## config.mk

```make
export PLATFORM = sky130hd
export DESIGN_NAME = vproc_vmem_splitter
export DESIGN_NICKNAME = d
export VERILOG_FILES = /design/src/rtl/vproc_mem_pkg.sv /design/src/rtl/vproc_lsb_idx.sv /design/src/rtl/vproc_vmem_splitter.sv
export SDC_FILE = /design/constraint.sdc
export NUM_CORES = 1
export LEC_CHECK = 0
export ABC_AREA = 1
export BUFFER_PORTS_ARGS = -buffer_cell sky130_fd_sc_hd__buf_4
export CELL_PAD_IN_SITES_DETAIL_PLACEMENT = 0
export CELL_PAD_IN_SITES_GLOBAL_PLACEMENT = 2
export CORE_ASPECT_RATIO = 0.9
export CORE_MARGIN = 10
export CORE_UTILIZATION = 28
export DETAILED_ROUTE_END_ITERATION = 16
export GPL_TIMING_DRIVEN = 0
export PLACE_DENSITY = 0.9
export SETUP_SLACK_MARGIN = 0.1
export SLEW_MARGIN = 20
export SYNTH_ARGS = -nofsm -noshare
export SYNTH_HDL_FRONTEND = slang
export SYNTH_SLANG_ARGS = --single-unit
```

## constraint.sdc

```tcl
create_clock -name clk_i -period 2.5 [get_ports clk_i]
set_clock_uncertainty 0.2 [all_clocks]
set_input_delay 0.5 -clock clk_i [delete_from_list [all_inputs] [get_ports clk_i]]
set_output_delay 0.5 -clock clk_i [all_outputs]
set_load 0.02 [all_outputs]
```

## src/rtl/vproc_mem_pkg.sv

```systemverilog
// Shared types and elaboration helpers for the vector-memory width splitter.
package vproc_mem_pkg;

  typedef enum logic [1:0] {
    IDLE,
    ISSUE,
    WAIT,
    RESP
  } vmem_split_state_e;

  function automatic bit vmem_split_widths_ok(int unsigned vw, int unsigned dw);
    return (dw >= 32) && (vw >= dw) && ((vw % dw) == 0) &&
           ((vw & (vw - 1)) == 0) && ((dw & (dw - 1)) == 0);
  endfunction

endpackage

```

## src/rtl/vproc_lsb_idx.sv

```systemverilog
// Index of the lowest set bit of a vector, plus a flag telling whether any bit is set.
module vproc_lsb_idx #(
  parameter int unsigned W = 2,
  localparam int unsigned IW = (W > 1) ? $clog2(W) : 1
) (
  input  logic [W-1:0]  vec_i,
  output logic [IW-1:0] idx_o,
  output logic          any_o
);

  // Scan from the top so the lowest set bit is the last one written.
  always_comb begin
    idx_o = '0;
    any_o = 1'b0;
    for (int unsigned i = W; i > 0; i--) begin
      if (vec_i[i-1]) begin
        idx_o = IW'(i - 1);
        any_o = 1'b1;
      end
    end
  end

endmodule

```

## src/rtl/vproc_vmem_splitter.sv

```systemverilog
// Splits one wide vector-memory request into narrow data-memory beats and
// reassembles the in-order narrow responses into a single wide response.
module vproc_vmem_splitter
  import vproc_mem_pkg::*;
#(
  parameter int unsigned VMEM_W = 128,
  parameter int unsigned DMEM_W = 64
) (
  input  logic                clk_i,
  input  logic                rst_ni,
  input  logic                vmem_req_i,
  output logic                vmem_gnt_o,
  input  logic [31:0]         vmem_addr_i,
  input  logic                vmem_we_i,
  input  logic [VMEM_W/8-1:0] vmem_be_i,
  input  logic [VMEM_W-1:0]   vmem_wdata_i,
  output logic                vmem_rvalid_o,
  output logic [VMEM_W-1:0]   vmem_rdata_o,
  output logic                vmem_err_o,
  output logic                dmem_req_o,
  input  logic                dmem_gnt_i,
  output logic [31:0]         dmem_addr_o,
  output logic                dmem_we_o,
  output logic [DMEM_W/8-1:0] dmem_be_o,
  output logic [DMEM_W-1:0]   dmem_wdata_o,
  input  logic                dmem_rvalid_i,
  input  logic [DMEM_W-1:0]   dmem_rdata_i,
  input  logic                dmem_err_i
);

  localparam int unsigned NBEATS    = VMEM_W / DMEM_W;
  localparam int unsigned DBYTES    = DMEM_W / 8;
  localparam int unsigned VBYTES    = VMEM_W / 8;
  localparam int unsigned IW        = (NBEATS > 1) ? $clog2(NBEATS) : 1;
  localparam logic [31:0] ADDR_MASK = ~32'(VBYTES - 1);

  if (!vmem_split_widths_ok(VMEM_W, DMEM_W)) begin : g_width_err
    $error("vproc_vmem_splitter: unsupported VMEM_W/DMEM_W combination");
  end

  vmem_split_state_e   state_q, state_d;
  logic [31:0]         base_q, base_d;
  logic                we_q, we_d;
  logic [VBYTES-1:0]   be_q, be_d;
  logic [VMEM_W-1:0]   wdata_q, wdata_d;
  logic [NBEATS-1:0]   iss_q, iss_d;
  logic [NBEATS-1:0]   pnd_q, pnd_d;
  logic [VMEM_W-1:0]   rbuf_q, rbuf_d;
  logic                err_q, err_d;

  logic [NBEATS-1:0]   en;
  logic [IW-1:0]       iss_idx, pnd_idx;
  logic                iss_any, pnd_any;

  vproc_lsb_idx #(.W(NBEATS)) u_iss_idx (
    .vec_i (iss_q),
    .idx_o (iss_idx),
    .any_o (iss_any)
  );

  vproc_lsb_idx #(.W(NBEATS)) u_pnd_idx (
    .vec_i (pnd_q),
    .idx_o (pnd_idx),
    .any_o (pnd_any)
  );

  always_comb begin
    en = '0;
    for (int unsigned k = 0; k < NBEATS; k++) begin
      en[k] = |vmem_be_i[k*DBYTES +: DBYTES];
    end
  end

  always_comb begin
    state_d = state_q;
    base_d  = base_q;
    we_d    = we_q;
    be_d    = be_q;
    wdata_d = wdata_q;
    iss_d   = iss_q;
    pnd_d   = pnd_q;
    rbuf_d  = rbuf_q;
    err_d   = err_q;

    vmem_gnt_o    = 1'b0;
    vmem_rvalid_o = 1'b0;
    vmem_rdata_o  = '0;
    vmem_err_o    = 1'b0;
    dmem_req_o    = 1'b0;
    dmem_addr_o   = '0;
    dmem_we_o     = 1'b0;
    dmem_be_o     = '0;
    dmem_wdata_o  = '0;

    unique case (state_q)
      IDLE: begin
        vmem_gnt_o = vmem_req_i;
        if (vmem_req_i) begin
          base_d  = vmem_addr_i & ADDR_MASK;
          we_d    = vmem_we_i;
          be_d    = vmem_be_i;
          wdata_d = vmem_wdata_i;
          iss_d   = en;
          pnd_d   = en;
          rbuf_d  = '0;
          err_d   = 1'b0;
          state_d = (en != '0) ? ISSUE : RESP;
        end
      end
      ISSUE: begin
        dmem_req_o   = iss_any;
        dmem_addr_o  = base_q + 32'(iss_idx) * DBYTES;
        dmem_we_o    = we_q;
        dmem_be_o    = be_q[32'(iss_idx)*DBYTES +: DBYTES];
        dmem_wdata_o = wdata_q[32'(iss_idx)*DMEM_W +: DMEM_W];
        if (dmem_gnt_i && iss_any) begin
          iss_d[iss_idx] = 1'b0;
        end
      end
      WAIT: ;
      RESP: begin
        vmem_rvalid_o = 1'b1;
        vmem_rdata_o  = rbuf_q;
        vmem_err_o    = err_q;
        state_d       = IDLE;
      end
    endcase

    // Responses may coincide with a grant of a later beat; both masks update together.
    if ((state_q == ISSUE || state_q == WAIT) && dmem_rvalid_i && pnd_any) begin
      pnd_d[pnd_idx] = 1'b0;
      if (!we_q) begin
        rbuf_d[32'(pnd_idx)*DMEM_W +: DMEM_W] = dmem_rdata_i;
      end
      err_d = err_q | dmem_err_i;
    end

    if (state_q == ISSUE && iss_d == '0) begin
      state_d = (pnd_d == '0) ? RESP : WAIT;
    end
    if (state_q == WAIT && pnd_d == '0) begin
      state_d = RESP;
    end
  end

  always_ff @(posedge clk_i or negedge rst_ni) begin
    if (!rst_ni) begin
      state_q <= IDLE;
      base_q  <= '0;
      we_q    <= 1'b0;
      be_q    <= '0;
      wdata_q <= '0;
      iss_q   <= '0;
      pnd_q   <= '0;
      rbuf_q  <= '0;
      err_q   <= 1'b0;
    end else begin
      state_q <= state_d;
      base_q  <= base_d;
      we_q    <= we_d;
      be_q    <= be_d;
      wdata_q <= wdata_d;
      iss_q   <= iss_d;
      pnd_q   <= pnd_d;
      rbuf_q  <= rbuf_d;
      err_q   <= err_d;
    end
  end

  rvalid_protocol_a: assert property (@(posedge clk_i) disable iff (!rst_ni)
    dmem_rvalid_i |-> ((state_q == ISSUE || state_q == WAIT) && pnd_any));

endmodule
```

# Yosys cells after proc, flatten, opt, wreduce, memory -nomap -nowiden
# Index checks and enable logic that the tools add are counted.
op_classes:
  addsub: 2
  mul: 0
  div: 0
  n_lt_le_gt_ge: 4
  eq_ne: 4
  n_shift: 4
  n_mux: 39
  n_bitwise: 5
  reduce_logical: 20
ops:
  columns: ["op", "count"]
  rows:
  - ["128-bit 2-to-1 mux", 5]
  - ["128-bit bitwise mux", 1]
  - ["64-bit by 34-bit variable shift with 128-bit output (first input constant)", 1]
  - ["128-bit by 8-bit indexed part select with 64-bit output", 1]
  - ["64-bit by 34-bit indexed part select with 128-bit output", 1]
  - ["64-bit 2-to-1 mux", 1]
  - ["7-bit negator with 34-bit output", 1]
  - ["32-bit by 4-bit adder with 32-bit output", 1]
  - ["32-bit 2-to-1 mux", 1]
  - ["2-bit 2-to-1 mux", 9]
  - ["1-bit 2-to-1 mux", 17]
  - ["8-bit OR reduction", 2]
  - ["16-bit by 5-bit indexed part select with 8-bit output", 1]
  - ["8-bit 2-to-1 mux", 1]
  - ["2-bit case mux with 2 select lines", 2]
  - ["1-bit logical AND", 7]
  - ["2-bit zero test", 3]
  - ["2-bit AND reduction", 3]
  - ["2-bit nonzero test", 3]
  - ["2-bit AND", 2]
  - ["2-bit equality test (second input constant)", 2]
  - ["1-bit by 2-bit < comparator with 1-bit output (second input constant)", 2]
  - ["4-bit inequality test (second input constant)", 1]
  - ["2-bit inverter", 2]
  - ["6 further kinds", 8]
word_totals:
  register_bits: 308
  latchBits: 0
  ramBits: 0
  rom_bits: 0
  inputBits: 247
  out_inout_bits: 237
  word_cells: 87
  memories: 0

# Logic depth before layout (Yosys ltp)
logic_depth:
  depth_word: 14
  depth_mapped: 12

# Hierarchy
# Synthesis repeated with hierarchy kept, for this count alone.
unflattened:
  hier_cells: 1900
  area_unflattened_um2: 14377.5
by_module_without_submodules:
  columns: ["mod", "instances", "cells_each", "area_per_inst_um2", "seq_area_each_um2"]
  rows:
  - ["vproc_vmem_splitter", 1, 1892, 14347.5, 7707.4]
  - ["vproc_lsb_idx", 2, 4, 15.0, 0.0]

# Worst setup path before layout
# OpenSTA, ideal clock, no wires.
synth_timing:
  path_kind: "register -> output"
  start: "reg state_q[1]"
  end: "out dmem_be_o[0]"
  arrival_time_ps: 1507
  slack_ps: 293
  path_stages_with_launch: 7
  path_cell_list: "dfrtp_1 -> inv_1 -> ha_1 -> buf_2 -> clkbuf_1 -> o21ai_0 -> nor2_1"
synth_via:
  elab_chain_cells: 2
synth_lines:
  columns: ["element", "line", "rtl"]
  rows:
  - ["start, declared", "vproc_vmem_splitter.sv:41", "vmem_split_state_e state_q, state_d;"]
  - ["start signal, assigned", "vproc_vmem_splitter.sv:158", "state_q <= state_d;"]
  - ["2-bit by 1-bit equality test with 1-bit output", "vproc_vmem_splitter.sv:95", "unique case (state_q)"]
  - ["8-bit 2-to-1 mux", "vproc_vmem_splitter.sv:95", null]
  - ["end, declared", "vproc_vmem_splitter.sv:24", "output logic [DMEM_W/8-1:0] dmem_be_o,"]
# Every way passes these cells.

# Final worst setup path
layout_timing:
  start: "reg state_q[1]"
  end: "out dmem_wdata_o[63]"
layout_via:
  elab_chain_cells: 2
layout_lines:
  columns: ["element", "line", "rtl"]
  rows:
  - ["2-bit by 1-bit equality test with 1-bit output", "vproc_vmem_splitter.sv:95", null]
  - ["64-bit 2-to-1 mux", "vproc_vmem_splitter.sv:95", null]
  - ["end, declared", "vproc_vmem_splitter.sv:25", "output logic [DMEM_W-1:0] dmem_wdata_o,"]
# Every way passes these cells.

==> flow_summary_export.csv <==
group,metric,value,unit
final_layout,fill_cells,4868,
outcome,status,"finished, violations left",
sta,setup_viol,213,
die,fp.dieH,234,um
setup_path,path_class,"reg2out",
sta,slew_violations,0,
die,die_area,0.0604,mm^2
die,die_w,258,um
detailed_routing,drtIter0Drc,804,
power_and_ir_drop,p_sw,11.0,mW
setup_path,slowest_stage,"dfrtp_1",
power_and_ir_drop,ir_drop,0.000541,V
min_path,hold_path.class,"in2reg",
synth,synth_largest_area_cell,"dfrtp_1",
detailed_routing,wire_per_inst,18.0,um
setup_path,path_cells,"inv_2 > ha_4 > buf_2 > o21ai_0 > nor2_1 > buf_4",
final_layout,area_growth,67.9,%
final_layout,utilization,47.5,%
grt,antenna_found_initial,9,
clock_network,cts_buffers,36,
clock_network,path_clk_slew,0.06,ns
sta,rsz0062_at_grt,"yes",
synth,synth_cells,1896,
power_and_ir_drop,power.density,1130,mW/mm^2
power_and_ir_drop,pwr-share-clk,19.3,%
grt,grt_pass1_vias,15900,
power_and_ir_drop,p_comb_share,50.6,%
detailed_routing,postRouteAntennaNets,0,
setup_path,max_stage_delay,0.39,ns
die,rows,78,
grt,grt_max_degree,87,
power_and_ir_drop,internal_power,16.0,mW
clock_network,cts_tree,"built",
final_layout,final_cells,3358,
clock_network,clock_path_buffers,3,
job,drv_cap,0,
synth,synth-seq-cells,308,
sta,hold_viol_final,0,
die,core-area,0.0505,mm^2
setup_path,cp.required,1.80,ns
setup_path,cp_top_family,"buffers and inverters",
placement,detailed_place_hpwl,43.7,mm
final_layout,nNetsFinal,2899,
setup_path,cp-start-kind,"flip-flop",
final_layout,multiInputGateArea,0.00567,mm^2
sta,final.setup.tns,-13.72,ns
setup_path,critical_path_arrival,1.97,ns
synth,ys_seq_area_share,54.0,%
die,start_util,28.3,%
sta,hold_slack,0.0289,ns
final_layout,final_cell_mix,"655 x nand2_1, 404 x buf_4, 307 x dfrtp_1",
sta,period_needed,2.67,ns
detailed_routing,via_count,15100,
sta,layout_setup_ws,-0.169,ns
grt,grt.total_usage,19.2,%
setup_path,path_buf_inv,3,
detailed_routing,first_pass_iters,5,
clock_network,cts_sinks,308,
synth,yosysUniqueCellTypes,19,
clock_network,clock_latency,0.55,ns
clock_network,cts-root-buf,"clkbuf_16",
synth,netlist_area,0.0143,mm^2
placement,place.gp.congestion,0.840,
power_and_ir_drop,seqPwrFrac,30.1,%
sta,fin_crit_sh,107,%
final_layout,layout_commonest_cell,"nand2_1",
detailed_routing,drcViolationCount,0,
power_and_ir_drop,leakagePower,13.4,nW
sta,slew_headroom,57.8,%
grt,grt_overflow_total,0,
setup_path,cp_max_fo,10,
final_layout,drive_gt1_share,32.7,%
synth,synth_top_area_share,54.0,%
synth,synth_warnings,0,
detailed_routing,vias_per_cell,4.50,
detailed_routing,wl,60.5,mm
placement,io_buffers,476,
sta,worst_pin_slew,0.633,ns
outcome,failed_checks,"setup timing",
setup_path,worstSetupEndpointType,"primary output",
power_and_ir_drop,power.total,27.0,mW
final_layout,ff_latch_area,0.00771,mm^2
die,ios,484,
placement,placed_cells,3057,
clock_network,htree_levels,2,
grt,grt_pass1_wl,91.2,mm
synth,synth_area_leaders,"dfrtp_1 54%, nand2_1 19%, inv_1 6.3%",
synth,postSynthAreaPerCell,7.53,um^2
sta,clock.fmax,375,MHz
power_and_ir_drop,sw_frac_of_total,40.8,%
layer usage:
metal / up-vias / part of all wire, % / GRT usage (%)
met5: - / 0.045 / 0
met4: 4 / 4.5 / 9.22
met3: 115 / 6.5 / 4.52
met2: 441 / 48 / 32.0
met1: 7265 / 41 / 23.3
li1: 7287 / - / -
power by group through the flow:
stage	sequential (mW)	clock [mW]	combinational, mW
after floorplan	7.70	0	5.95
after detailed placement	7.96	0	10.0
final	8.12	5.21	13.7
after CTS	7.97	5.36	12.5
after global routing	8.35	5.55	14.9
after global placement	7.91	0	9.90
stage by stage:
step	setup slack (ns)	area (um^2)
floorplan	0.293	14300
global placement	-2.26	18700
detailed placement	-0.603	18800
CTS	-0.202	23100
global route	-0.248	24000
finish	-0.169	24000
cell families (layout without fill, tap and decap cells):
logic type	Yosys count	after routing	share of synthesized area [%]
AND/OR/NAND/NOR	1003	1003	27.6
AO/OA/AOI/OAI	213	213	7.57
flip-flops	308	308	54.0
adder cells (fa/ha/maj)	4	4	0.351
buffers and inverters	367	1140	10.4
other	1	10	0.0263
cell usage after synthesis:
library cell  number
dfrtp_1          308
ha_1               4
o21ai_1           42
buf_2             62
nor2_1           159
a21oi_2            2
buf_4              8
inv_1            241
nand3_1          137
o21bai_1           1
o2111ai_1          1
conb_1             1
inv_2              4
nand2_1          706
a21oi_1            4
o21ai_0          163
clkbuf_1          47
buf_1              5
nor2_4             1
tightest hold or removal path: stages:
cell and delay [ns]:
buf_4 0.08, inv_1 0.05, o21ai_1 0.12
path summary, 6_finish.rpt:
path                                    startpoint                      end  slack, ns  depth (start not counted)
setup / recovery            state_q[1]$_DFFE_PN0P_         dmem_wdata_o[63]      -0.17                          6
max in group asynchronous                   rst_ni     rbuf_q[55]$_DFF_PN0_       0.48                          4
hold / removal                    dmem_rdata_i[41]    rbuf_q[105]$_DFF_PN0_       0.03                          3
setup reg to reg            state_q[0]$_DFFE_PN0P_     rbuf_q[55]$_DFF_PN0_       0.26                          8
min in group asynchronous                   rst_ni  wdata_q[53]$_DFFE_PN0P_       0.35                          2
hold reg to reg            wdata_q[14]$_DFFE_PN0P_  wdata_q[14]$_DFFE_PN0P_       0.27                          2
final cells by class:
cell class                 count  share of cell area, %
timing repair buffer         713                   27.4
buffer                       121                   4.48
sequential                   308                   32.2
multi-input combinational   1223                   23.6
antenna                        7                 0.0731
tap                          680                   3.55
clock inverter                14                  0.575
inverter                     245                   3.88
clock buffer                  47                   4.18
timing repair:
action	CTS	global route
hold buffers	189	0
hold endpoints to repair	261	0
setup endpoints to repair	233	264
pin swaps	35	59
gates cloned	15	7
buffers inserted	16	10
resized for setup	298	246
state kept, by name, summed over array words and instances, names as in the netlist, 2 cells and up:
register,count
be_q,16
wdata_q,128
base_q,28
rbuf_q,128
iss_q,2
state_q,2
pnd_q,2
No activity file was read; power rests on OpenSTA's default activity.
